==> config.mk <==
export PLATFORM = sky130hd
export DESIGN_NAME = cam_grid_avg
export DESIGN_NICKNAME = d
export VERILOG_FILES = /design/src/rtl/cam_grid_avg.sv
export SDC_FILE = /design/constraint.sdc
export NUM_CORES = 1
export LEC_CHECK = 0
export BUFFER_PORTS_ARGS = -buffer_cell sky130_fd_sc_hd__buf_2
export CAP_MARGIN = 20
export CORE_UTILIZATION = 55
export DETAILED_ROUTE_END_ITERATION = 12
export PLACE_DENSITY = 0.68
export SLEW_MARGIN = 0
export SYNTH_ARGS = -nofsm -noshare
export SYNTH_HDL_FRONTEND = slang
export SYNTH_SLANG_ARGS = --single-unit
export TNS_END_PERCENT = 30
==> constraint.sdc <==
create_clock -name clk -period 9.3 [get_ports clk]
set_input_delay 0 -clock clk [delete_from_list [all_inputs] [get_ports clk]]
set_output_delay 0 -clock clk [all_outputs]
set_load 0.005 [all_outputs]
==> src/rtl/cam_grid_avg.sv <==
// cam_grid_avg: reassembles the RGB565 byte stream from the camera FIFO into
// pixels and accumulates per-channel sums for the nine cells of a fixed 3x3
// grid. The per-cell averages and a status word are readable over Wishbone.
// Ports:
//   clk, rst                 clock, synchronous active-high reset
//   frame_start              one-cycle start-of-frame pulse
//   pix_byte, pix_valid      FIFO byte stream (high byte first)
//   wb_adr_i .. wb_ack_o     Wishbone slave, word index = wb_adr_i[5:2]
//   done                     a completed frame's results are held
module cam_grid_avg #(
    parameter int unsigned IMG_W     = 160,
    parameter int unsigned IMG_H     = 120,
    parameter int unsigned X0        = 32,
    parameter int unsigned Y0        = 12,
    parameter int unsigned CELL_LOG2 = 5
) (
    input  logic        clk,
    input  logic        rst,
    input  logic        frame_start,
    input  logic [7:0]  pix_byte,
    input  logic        pix_valid,
    input  logic [31:0] wb_adr_i,
    input  logic [31:0] wb_dat_i,
    output logic [31:0] wb_dat_o,
    input  logic        wb_we_i,
    input  logic        wb_cyc_i,
    input  logic        wb_stb_i,
    input  logic [3:0]  wb_sel_i,
    output logic        wb_ack_o,
    output logic        done
);

    localparam int unsigned XW = $clog2(IMG_W);
    localparam int unsigned YW = $clog2(IMG_H);
    localparam int unsigned CS = 1 << CELL_LOG2;
    localparam int unsigned AW = 6 + 2 * CELL_LOG2;
    localparam int unsigned SH = 2 * CELL_LOG2;

    localparam logic [XW-1:0] X_LO   = XW'(X0);
    localparam logic [XW-1:0] X_HI   = XW'(X0 + 3 * CS);
    localparam logic [YW-1:0] Y_LO   = YW'(Y0);
    localparam logic [YW-1:0] Y_HI   = YW'(Y0 + 3 * CS);
    localparam logic [XW-1:0] X_LAST = XW'(IMG_W - 1);
    localparam logic [YW-1:0] Y_LAST = YW'(IMG_H - 1);

    typedef enum logic [1:0] {S_IDLE, S_WAIT, S_CAPT, S_DONE} state_t;

    state_t        state;
    logic [XW-1:0] x;
    logic [YW-1:0] y;
    logic          phase;
    logic [7:0]    hi_byte;
    logic [15:0]   frame_count;
    logic [AW-1:0] acc_r [0:8];
    logic [AW-1:0] acc_g [0:8];
    logic [AW-1:0] acc_b [0:8];

    logic          wb_hit_c, arm_c, clr_c, pix_done_c, acc_en_c, in_grid_c, last_px_c;
    logic [4:0]    r_c, b_c;
    logic [5:0]    g_c;
    logic [XW-1:0] dx_c;
    logic [YW-1:0] dy_c;
    logic [3:0]    cell_c;
    logic [31:0]   rd_c;
    logic          unused_ok;

    assign unused_ok = &{1'b0, wb_sel_i, wb_dat_i[31:1], wb_adr_i[31:6], wb_adr_i[1:0]};

    // Pixel assembly, grid decode and control strobes
    always_comb begin
        r_c        = hi_byte[7:3];
        g_c        = {hi_byte[2:0], pix_byte[7:5]};
        b_c        = pix_byte[4:0];
        dx_c       = x - X_LO;
        dy_c       = y - Y_LO;
        in_grid_c  = (x >= X_LO) && (x < X_HI) && (y >= Y_LO) && (y < Y_HI);
        cell_c     = 4'(dy_c >> CELL_LOG2) * 4'd3 + 4'(dx_c >> CELL_LOG2);
        last_px_c  = (x == X_LAST) && (y == Y_LAST);
        wb_hit_c   = wb_cyc_i & wb_stb_i & ~wb_ack_o;
        arm_c      = wb_hit_c & wb_we_i & (wb_adr_i[5:2] == 4'd10) & wb_dat_i[0];
        // a byte coincident with frame_start is dropped
        pix_done_c = (state == S_CAPT) & pix_valid & ~frame_start & phase;
        acc_en_c   = pix_done_c & in_grid_c;
        clr_c      = (((state == S_IDLE) || (state == S_DONE)) && arm_c) ||
                     ((state == S_CAPT) && frame_start);
    end

    // Register read mux
    always_comb begin
        logic [AW-1:0] ra, ga, ba;
        ra   = '0;
        ga   = '0;
        ba   = '0;
        rd_c = '0;
        for (int i = 0; i < 9; i++) begin
            if (wb_adr_i[5:2] == 4'(i)) begin
                ra   = acc_r[i] >> SH;
                ga   = acc_g[i] >> SH;
                ba   = acc_b[i] >> SH;
                rd_c = {16'h0, ra[4:0], ga[5:0], ba[4:0]};
            end
        end
        if (wb_adr_i[5:2] == 4'd9) begin
            rd_c = {frame_count, 14'h0, (state == S_WAIT) || (state == S_CAPT), done};
        end
    end

    // Per-cell channel accumulators
    always_ff @(posedge clk) begin
        for (int i = 0; i < 9; i++) begin
            if (rst || clr_c) begin
                acc_r[i] <= '0;
                acc_g[i] <= '0;
                acc_b[i] <= '0;
            end else if (acc_en_c && (cell_c == 4'(i))) begin
                acc_r[i] <= acc_r[i] + AW'(r_c);
                acc_g[i] <= acc_g[i] + AW'(g_c);
                acc_b[i] <= acc_b[i] + AW'(b_c);
            end
        end
    end

    // Capture FSM, pixel counters and Wishbone response
    always_ff @(posedge clk) begin
        if (rst) begin
            state       <= S_IDLE;
            x           <= '0;
            y           <= '0;
            phase       <= 1'b0;
            hi_byte     <= '0;
            frame_count <= '0;
            done        <= 1'b0;
            wb_ack_o    <= 1'b0;
            wb_dat_o    <= '0;
        end else begin
            wb_ack_o <= wb_hit_c;
            if (wb_hit_c) begin
                wb_dat_o <= rd_c;
            end
            case (state)
                S_IDLE: begin
                    if (arm_c) state <= S_WAIT;
                end
                S_WAIT: begin
                    if (frame_start) begin
                        state <= S_CAPT;
                        x     <= '0;
                        y     <= '0;
                        phase <= 1'b0;
                    end
                end
                S_CAPT: begin
                    if (frame_start) begin
                        x     <= '0;
                        y     <= '0;
                        phase <= 1'b0;
                    end else if (pix_valid) begin
                        phase <= ~phase;
                        if (!phase) begin
                            hi_byte <= pix_byte;
                        end else begin
                            if (x == X_LAST) begin
                                x <= '0;
                                y <= (y == Y_LAST) ? '0 : y + YW'(1);
                            end else begin
                                x <= x + XW'(1);
                            end
                            if (last_px_c) begin
                                state       <= S_DONE;
                                done        <= 1'b1;
                                frame_count <= frame_count + 16'd1;
                            end
                        end
                    end
                end
                S_DONE: begin
                    if (arm_c) begin
                        state <= S_WAIT;
                        done  <= 1'b0;
                    end
                end
                default: state <= S_IDLE;
            endcase
        end
    end

endmodule
* Yosys cells after proc, flatten, opt, wreduce, memory -nomap -nowiden
Memories as Yosys holds them, arrays and structs flattened. Index checks and enable logic that the tools add are counted.
Word-level totals: word-level logic and storage cells 250, register bits 76, output and inout port bits 34, bits in writable memories 432, memories 3
Operators by class: $mul 1, reduce and logical (&&, ||, !) cells 32, bitwise logic cells 39, $lt $le $gt $ge 4, eq/ne operators 33, $add $sub $neg 33, mux-type cells 96
Memories:
- acc_b | words 9, width 16, rd ports 9, clocked after Yosys merged registers in 0, wr ports 9, RTL line 56 | logic [AW-1:0] acc_b [0:8];
- acc_g | words 9, width 16, rd ports 9, clocked after Yosys merged registers in 0, wr ports 9, RTL line 55 | logic [AW-1:0] acc_g [0:8];
- acc_r | words 9, width 16, rd ports 9, clocked after Yosys merged registers in 0, wr ports 9, RTL line 54 | logic [AW-1:0] acc_r [0:8];
Operators by type and width (number):
- 16-bit two-way mux | 28
- 16-bit by 5-bit adder with 16-bit output | 18
- 32-bit two-way mux | 9
- 16-bit by 6-bit adder with 16-bit output | 9
- 7-bit two-way mux | 6
- 8-bit two-way mux | 5
- 1-bit two-way mux | 37
- 4-bit by 3-bit equality test with 1-bit output, second input constant | 8
- 1-bit OR | 27
- 16-bit by 1-bit adder with 16-bit output, second input constant | 1
- 4-bit by 2-bit equality test with 1-bit output, second input constant | 4
- 4-bit equality test, second input constant | 4
- 8-bit one-hot mux with 2 select lines | 1
- 1-bit logical AND | 15
- 7-bit one-hot mux with 2 select lines | 1
- 2-bit two-way mux | 6
- 2-bit != test, second input constant | 6
- 6-bit AND reduction | 2
- 5-bit AND reduction | 2
- 1-bit bitwise AND | 9
- 3-bit != test, second input constant | 3
- 8-bit by 1-bit adder with 8-bit output, second input constant | 1
- 4-bit by 1-bit equality test with 1-bit output, second input constant | 2
- 8-bit equality test, second input constant | 1
- other kinds (23) | 33

* Depth between registers and ports, before layout
Gate-level depths: netlist of the first run.
depth in word-level cells 11, mapped depth 16, depth with buffers taken out 13

* Worst setup path after synthesis of the first run
OpenSTA, ideal clock, no wires.
path kind reg-to-reg, start reg y[3], end mem acc_b[6][0] (netlist name), enable pin, library setup time 519 ps, required time 8781 ps, data arrival time 6418 ps, path slack 2364 ps, cell stages (with the launch flop) 16, path through dfxtp_1 > buf_2 > a21o_1 > nor2_1 > xor2_1 > inv_1 > fa_1 > inv_1 > ha_1 > inv_1 > fa_1 > xnor2_1 > nor4_4 > buf_6 > nand2_1 > o31ai_1
RTL lines:
- start, declared | RTL line 50 | logic [YW-1:0] y;
- start signal, assigned | RTL line 164 | y <= (y == Y_LAST) ? '0 : y + YW'(1);
- end, declared | RTL line 56

==> qor.yml, run 1 <==
outcome:
  status: "finished, final reports clean"
logic_synthesis:
  synthArstFlopShare_pct: 0
  netlist_area_um2: 30080
  ys_seq_area_share_pct: 46.39
  synth_warnings: 0
  synth_nets: 3246
  synth_ff_type: "edfxtp_1"
  synth.distinct_cells: 69
  synth_seq_cells: 490
  synth_top_area_share_pct: 41.33
  synth_largest_area_cell: "edfxtp_1"
  synth_area_leaders: "edfxtp_1 41%, xor2_1 6.6%, ha_1 6.5%"
  synth_cells: 2978
  syn_area_per_cell_um2: 10.10
  synth_edf_count: 414
sta:
  min_period_ps: 4483
  drv_slew: 0
  whs_ps: 74.71
  clock-skew-final_ps: 25.05
  tightest_slew_ps: 1091
  rsz0062_at_grt: "false"
  final_hold_viol_count: 0
  finalSetupViolCount: 0
  fmax_ghz: 0.2231
  tns_ps: 0
  timing.final.crit_share_pct: 48.20
  max_slew_margin_pct: 27.25
grt:
  grt_antenna_before_repair: 2
  globalRouteTotalUtil_pct: 25.82
  grt-ovfl-total: 0
  grt_max_degree: 61
  grt_pass1_vias: 22340
  grt_pass1_wl_mm: 116.4
setup_path:
  crit_path_max_incr_delay_ps: 750
  path_cells: "a21o_1 -> nor2_1 -> xor2_1 -> inv_1 -> fa_1 -> inv_1 -> ha_1 -> inv_1 -> fa_1 -> nand2b_1 -> nor2_1 -> nand3_1 -> nand2_2 -> buf_4"
  worstRegToRegCells: 14
  crit_fanout: 46
  path_common_cell: "inv_1"
  crit_type: "reg2reg"
  crit_start: "y[3]"
  r2r-start: "y[3]"
  worstPathArrival_ps: 4720
  crit_path_end_kind: "register"
  crit_required_ps: 9540
  start_kind: "register"
  slowest_stage: "fa_1"
die:
  die_x_um: 235.8
  die-area_um2: 55620
  ios: 117
  start_util_pct: 55.78
  placeableCoreArea_um2: 53920
  die_h_um: 235.8
  rows: 85
power:
  p_leak_nw: 12.07
  power_per_cell_area_nw_per_um2: 183.2
  irDropWorstVdd_v: 0.0001334
finish:
  seqCellArea_um2: 13950
  fin_nets: 3313
  syn2layout_area_growth_pct: 10.08
  multiInputGateArea_um2: 15320
  stdcell_area_um2: 33110
  drive_above_1_share_pct: 6.962
  fill_cells: 4459
  insertedDiodeCount: 0
clock_network:
  tritoncts: "done"
  ctsHoldBuffers: 19
  clockRootBuffer: "clkbuf_16"
  htreeDepth: 2
  cts_buffers: 54
  cts.sinks: 490
  clock_path_buffers: 3
  cts_resized: 0
  worst_skew_pair.late_latency_ps: 620
  clkTransAtPathRegs_ps: 60
  post_cts_buffers: 0
hold_path:
  hold_depth: 4
  worstHoldStart: "wb_adr_i[5]"
  hold_class: "in2reg"
route:
  vias_per_cell: 6.130
  via_count: 23200
  ant_nets: 0
  post-route-drc-count: 0
  routed_wl_mm: 72.43
  dr.pass1.iters: 5
  wl_per_cell_um: 19.14
  drt-initial-drc-count: 1766
job:
  maxCapViolations: 0
place:
  placed_area_um2: 31060
  port-buffer-count: 53
  place.gp.congestion: 0.8848
  place_hpwl_mm: 49.70
worst max-delay path: cells and delay by family, from the launching register on:
kind	cells	cell delay, ps
AO/OA/AOI/OAI	1	240
XOR/XNOR	1	190
adder cells (fa/ha/maj)	3	1340
buffers and inverters	4	740
flip-flops	1	500
AND/OR/NAND/NOR	5	1010
path summary, 6_finish.rpt:
path	to	slack [ps]
hold reg to reg	wb_dat_o[3]	480
setup reg to reg	acc_g[0][4]	4820
setup / recovery	acc_g[0][4]	4820
hold / removal	wb_dat_o[1]	70
flip-flops by register name, summed over array words and instances, names as in the netlist, 7 cells and up:
signal	count
acc_b	135
frame_count	16
hi_byte	8
x	8
acc_g	144
wb_dat_o	32
acc_r	135
y	7
cell families after synthesis:
family | Yosys count | synth area share, %
AND/OR/NAND/NOR | 1094 | 17.97
AO/OA/AOI/OAI | 704 | 15.54
flip-flops | 490 | 46.39
XOR/XNOR | 265 | 7.717
buffers and inverters | 210 | 2.833
adder cells (fa/ha/maj) | 185 | 8.420
multiplexers | 30 | 1.132
per-stage QoR:
stage	cells	total power, mW	setup slack (ps)	utilization (%)
after floorplan	2978	3.565	2364	-
after global placement	3662	3.809	4934	57.56
after detailed placement	3664	3.857	4843	57.61
after CTS	3782	6.087	4830	61.35
after global routing	3784	6.314	4548	61.40
final	3784	6.064	4817	61.40
per-layer routing:
layer  part of all wire (%)  vias to the layer above  GRT usage (%)
met3                    5.9                      132          3.031
met1                     45                    11180          35.63
li1                       -                    11200              -
met2                     46                      684          42.30
met4                    2.6                        2          8.675
met5                  0.018                        -              0
power by group:
| part | internal, mW | switching [mW] |
|---|---|---|
| combinational | 0.362 | 0.604 |
| clock | 1.30 | 0.923 |
| sequential | 2.66 | 0.214 |
cell usage after synthesis, types with 11 or more instances:
library cell / instances
a211oi_1: 91
a21boi_0: 13
a21o_1: 34
a21oi_1: 108
a22o_1: 11
a22oi_1: 36
a31oi_1: 13
and2_1: 16
and3_1: 59
and4_1: 32
buf_2: 39
clkbuf_1: 43
dfxtp_1: 76
edfxtp_1: 414
fa_1: 29
ha_1: 156
inv_1: 123
mux2_2: 12
mux2i_1: 16
nand2_1: 97
nand2b_1: 16
nand3_1: 130
nand4_1: 34
nor2_1: 470
nor2b_1: 59
nor3_1: 90
o2111ai_1: 22
o211ai_1: 28
o21a_1: 47
o21ai_0: 189
o21bai_1: 23
o22ai_1: 16
o31a_1: 25
or3_1: 39
xnor2_1: 40
xor2_1: 225
area by class of cell:
type / instances / area share, %
timing repair buffer: 98 / 2.044
sequential: 490 / 42.14
clock buffer: 77 / 5.041
inverter: 123 / 1.394
clock inverter: 22 / 0.4686
multi-input combinational: 2278 / 46.28
tap: 696 / 2.630
placed cells by master, fill, tap and decap left out, types with 63 or more instances in the layout:
| cell | instances |
|---|---|
| xor2_1 | 225 |
| a211oi_1 | 91 |
| nand3_1 | 130 |
| ha_1 | 156 |
| clkbuf_16 | 63 |
| nor3_1 | 90 |
| dfxtp_1 | 76 |
| edfxtp_1 | 414 |
| a21oi_1 | 108 |
| o21ai_0 | 187 |
| nand2_1 | 91 |
| inv_1 | 123 |
| nor2_1 | 470 |
No activity file was read; power rests on OpenSTA's default activity.
==> run 2: changes to the inputs <==
--- a/config.mk
+++ b/config.mk
@@ -5,11 +5,12 @@
 export SDC_FILE = /design/constraint.sdc
 export NUM_CORES = 1
 export LEC_CHECK = 0
+export ABC_AREA = 1
 export BUFFER_PORTS_ARGS = -buffer_cell sky130_fd_sc_hd__buf_2
 export CAP_MARGIN = 20
 export CORE_UTILIZATION = 55
 export DETAILED_ROUTE_END_ITERATION = 12
-export PLACE_DENSITY = 0.68
+export PLACE_DENSITY = 0.71
 export SLEW_MARGIN = 0
 export SYNTH_ARGS = -nofsm -noshare
 export SYNTH_HDL_FRONTEND = slang
==> constraint.sdc (replaced) <==
create_clock -name clk -period 4.1 [get_ports clk]
set_input_delay 0 -clock clk [delete_from_list [all_inputs] [get_ports clk]]
set_output_delay 0 -clock clk [all_outputs]
set_load 0.005 [all_outputs]
==> qor.yml, run 2 <==
logic_synthesis:
  synthArstFlopShare_pct: 0  # unchanged
  ys_seq_area_share_pct: 45.20  # -1.2 points
  synth_area_leaders: "edfxtp_1 40%, nand2_1 12%, nor2_1 7.9%"
  synth.distinct_cells: 49  # -29%
  synth_seq_cells: 490  # unchanged
  synth_ff_type: "edfxtp_1"
  netlist_area_um2: 30870  # +2.6%
  synth_nets: 4166  # +28%
  synth_cells: 3898  # +31%
  synth_top_area_share_pct: 40.27  # -1.1 points
  synth_warnings: 0  # unchanged
  post-synth-top-count-cell: "nand2_1"
  syn_area_per_cell_um2: 7.919  # -22%
  synth_largest_area_cell: "edfxtp_1"
  synth_edf_count: 414  # unchanged
  synth_commonest_cells: "959 x nand2_1, 651 x nor2_1, 475 x inv_1"
clock_network:
  htreeDepth: 2  # unchanged
  clkTransAtPathRegs_ps: 60  # about the same
  cts.sinks: 490  # unchanged
  clockRootBuffer: "clkbuf_16"
  worst_skew_pair.late_latency_ps: 620  # about the same
  clock_path_buffers: 3  # unchanged
  cts_buffers: 55  # +1.9%
  tritoncts: "done"
power:
  irDropWorstVdd_v: 0.0003368  # +150%
  p_leak_nw: 14.21  # +18%
  power_mw: 13.28  # +120%
  power_per_cell_area_nw_per_um2: 390.5  # +110%
route:
  drt-initial-drc-count: 2041  # +16%
  wl_per_cell_um: 15.57  # -19%
  post-route-drc-count: 0  # unchanged
  via_count: 25710  # +11%
  routed_wl_mm: 74.53  # +2.9%
  ant_nets: 0  # unchanged
  vias_per_cell: 5.371  # -12%
  dr.pass1.iters: 5  # unchanged
grt:
  grt_pass1_wl_mm: 120.1  # +3.2%
  grt_pass1_vias: 23380  # +4.6%
  globalRouteTotalUtil_pct: 26.45  # +0.63 points
  grt_antenna_before_repair: 1  # -1
  grt-ovfl-total: 0  # unchanged
  grt_max_degree: 47  # -23%
setup_path:
  slowest_stage: "fa_1"
  crit_path_end_kind: "register"
  path_cells: "nand2_1 -> nand2_1 -> nand2_1 -> nand2_1 -> inv_1 -> fa_1 -> inv_1 -> ha_1 -> inv_1 -> fa_1 -> nand2_1 -> and2_1 -> nand2_1 -> nor2_8 -> nand3_2 -> inv_2 -> nand2_1 -> nor2_1"
  start_kind: "register"
  crit_type: "reg2reg"
  crit_required_ps: 4580  # -4960 ps
  path_common_cell: "nand2_1"
  crit_family: "simple AND/OR/NAND/NOR gates"
  crit_buf_inv: 4  # unchanged
  crit_path_max_incr_delay_ps: 480  # -270 ps
  worstPathArrival_ps: 4080  # -640 ps
  crit_fanout: 15  # -67%
finish:
  fill_cells: 4890  # +9.7%
  drive_above_1_share_pct: 5.820  # -1.1 points
  syn2layout_area_growth_pct: 10.15  # about the same
  largest_registers: "acc_g: 144 flops, acc_b: 135 flops, acc_r: 135 flops"
  layout_common_cells: "950 x nand2_1, 650 x nor2_1, 475 x inv_1"
  top_register: "acc_g"
  final_common_cell: "nand2_1"
  largest_reg_flops: 144  # unchanged
  fin_nets: 4266  # +29%
sta:
  fmax_ghz: 0.2774  # +24%
  tns_ps: 0  # unchanged
  rsz0062_at_grt: "false"
  whs_ps: 58.20  # -16.51 ps
  finalSetupViolCount: 0  # unchanged
  max_slew_margin_pct: 40.74  # +13 points
  final_hold_viol_count: 0  # unchanged
  clock-skew-final_ps: 19.87  # -5.176 ps
  drv_slew: 0  # unchanged
  min_period_ps: 3605  # -877.4 ps
  timing.final.crit_share_pct: 87.94  # +40 points
  fin_ws_ps: 494.6  # -4323 ps
  tightest_slew_ps: 887.7  # -202.9 ps
place:
  place.gp.congestion: 0.8933  # +0.96%
  port-buffer-count: 53  # unchanged
  place_hpwl_mm: 52.07  # +4.8%
  place_ws_ps: 510.9  # -4332 ps
job:
  maxCapViolations: 0  # unchanged
die:
  rows: 86  # +1.2%
  start_util_pct: 55.81  # about the same
  placeableCoreArea_um2: 55310  # +2.6%
  die-area_um2: 57080  # +2.6%
  die_h_um: 238.9  # +1.3%
  ios: 117  # unchanged
  die_x_um: 238.9  # +1.3%
outcome:
  status: "finished, final reports clean"
hold_path:
  hold_class: "in2reg"
run 2: logic make-up (layout without fill, tap and decap cells):
logic type	Yosys count	count (layout)	synth area share [%]
fa+ha+maj	185	185	8.204
flops	490	490	45.20
compound gates	417	417	7.044
buf+inv	547	687	6.976
xor+xnor	93	93	2.639
simple gates	2166	2166	29.94
other cells	0	1	0
run 2: cell type report:
class                   count  area (um^2)  area share (%)
multi-input cells        2861        14790           43.49
flip-flops and latches    490        13950           41.03
inverters                 485         1822           5.357
clock buffers              65         1435           4.220
well taps                 748        935.9           2.752
repair buffers            105        798.3           2.348
clock inverters            32        269.0          0.7911
diodes                      1        2.502        0.007359
run 2: repair_timing:
| item | in CTS | in global routing |
|---|---|---|
| hold buffers | 12 | 0 |
| hold endpoints to repair | 59 | 0 |
| buffers inserted | 0 | 0 |
| gates resized for setup | 0 | 0 |
run 2: per-stage QoR:
step	instance area, um^2	util, %	std cells
after floorplan	30870	-	3898
after global placement	32180	58.18	4677
after detailed placement	32180	58.18	4677
after CTS	34000	61.48	4786
after global routing	34000	61.48	4786
final	34000	61.48	4787
run 2: worst reg2reg max path, stage by stage (launching register included):
cell	delay [ps]
dfxtp_1	370
nand2_1	110
nand2_1	70
nand2_1	70
nand2_1	100
inv_1	70
fa_1	480
inv_1	70
ha_1	140
inv_1	50
fa_1	360
nand2_1	60
and2_1	240
nand2_1	170
nor2_8	240
nand3_2	320
inv_2	370
nand2_1	100
nor2_1	110
run 2: final timing paths:
| kind | start | to | slack (ps) | cells past startpoint |
|---|---|---|---|---|
| max | y[2] | acc_b[7][13] | 490 | 18 |
| min | pix_byte[4] | hi_byte[4] | 60 | 3 |
| max reg2reg | y[2] | acc_b[7][13] | 490 | 18 |
| min reg2reg | wb_dat_o[23] | wb_dat_o[23] | 460 | 2 |
run 2: routing by layer:
layer | routed length [um] | track usage, %
met5 | 0 | 0
met4 | 2398 | 9.207
met3 | 4243 | 2.633
met2 | 33550 | 42.29
met1 | 34330 | 37.52
run 2: power breakdown:
group	switching, mW	total (mW)	internal, mW
clock network	2.07	4.80	2.73
logic	1.39	2.10	0.713
registers	0.422	6.38	5.96
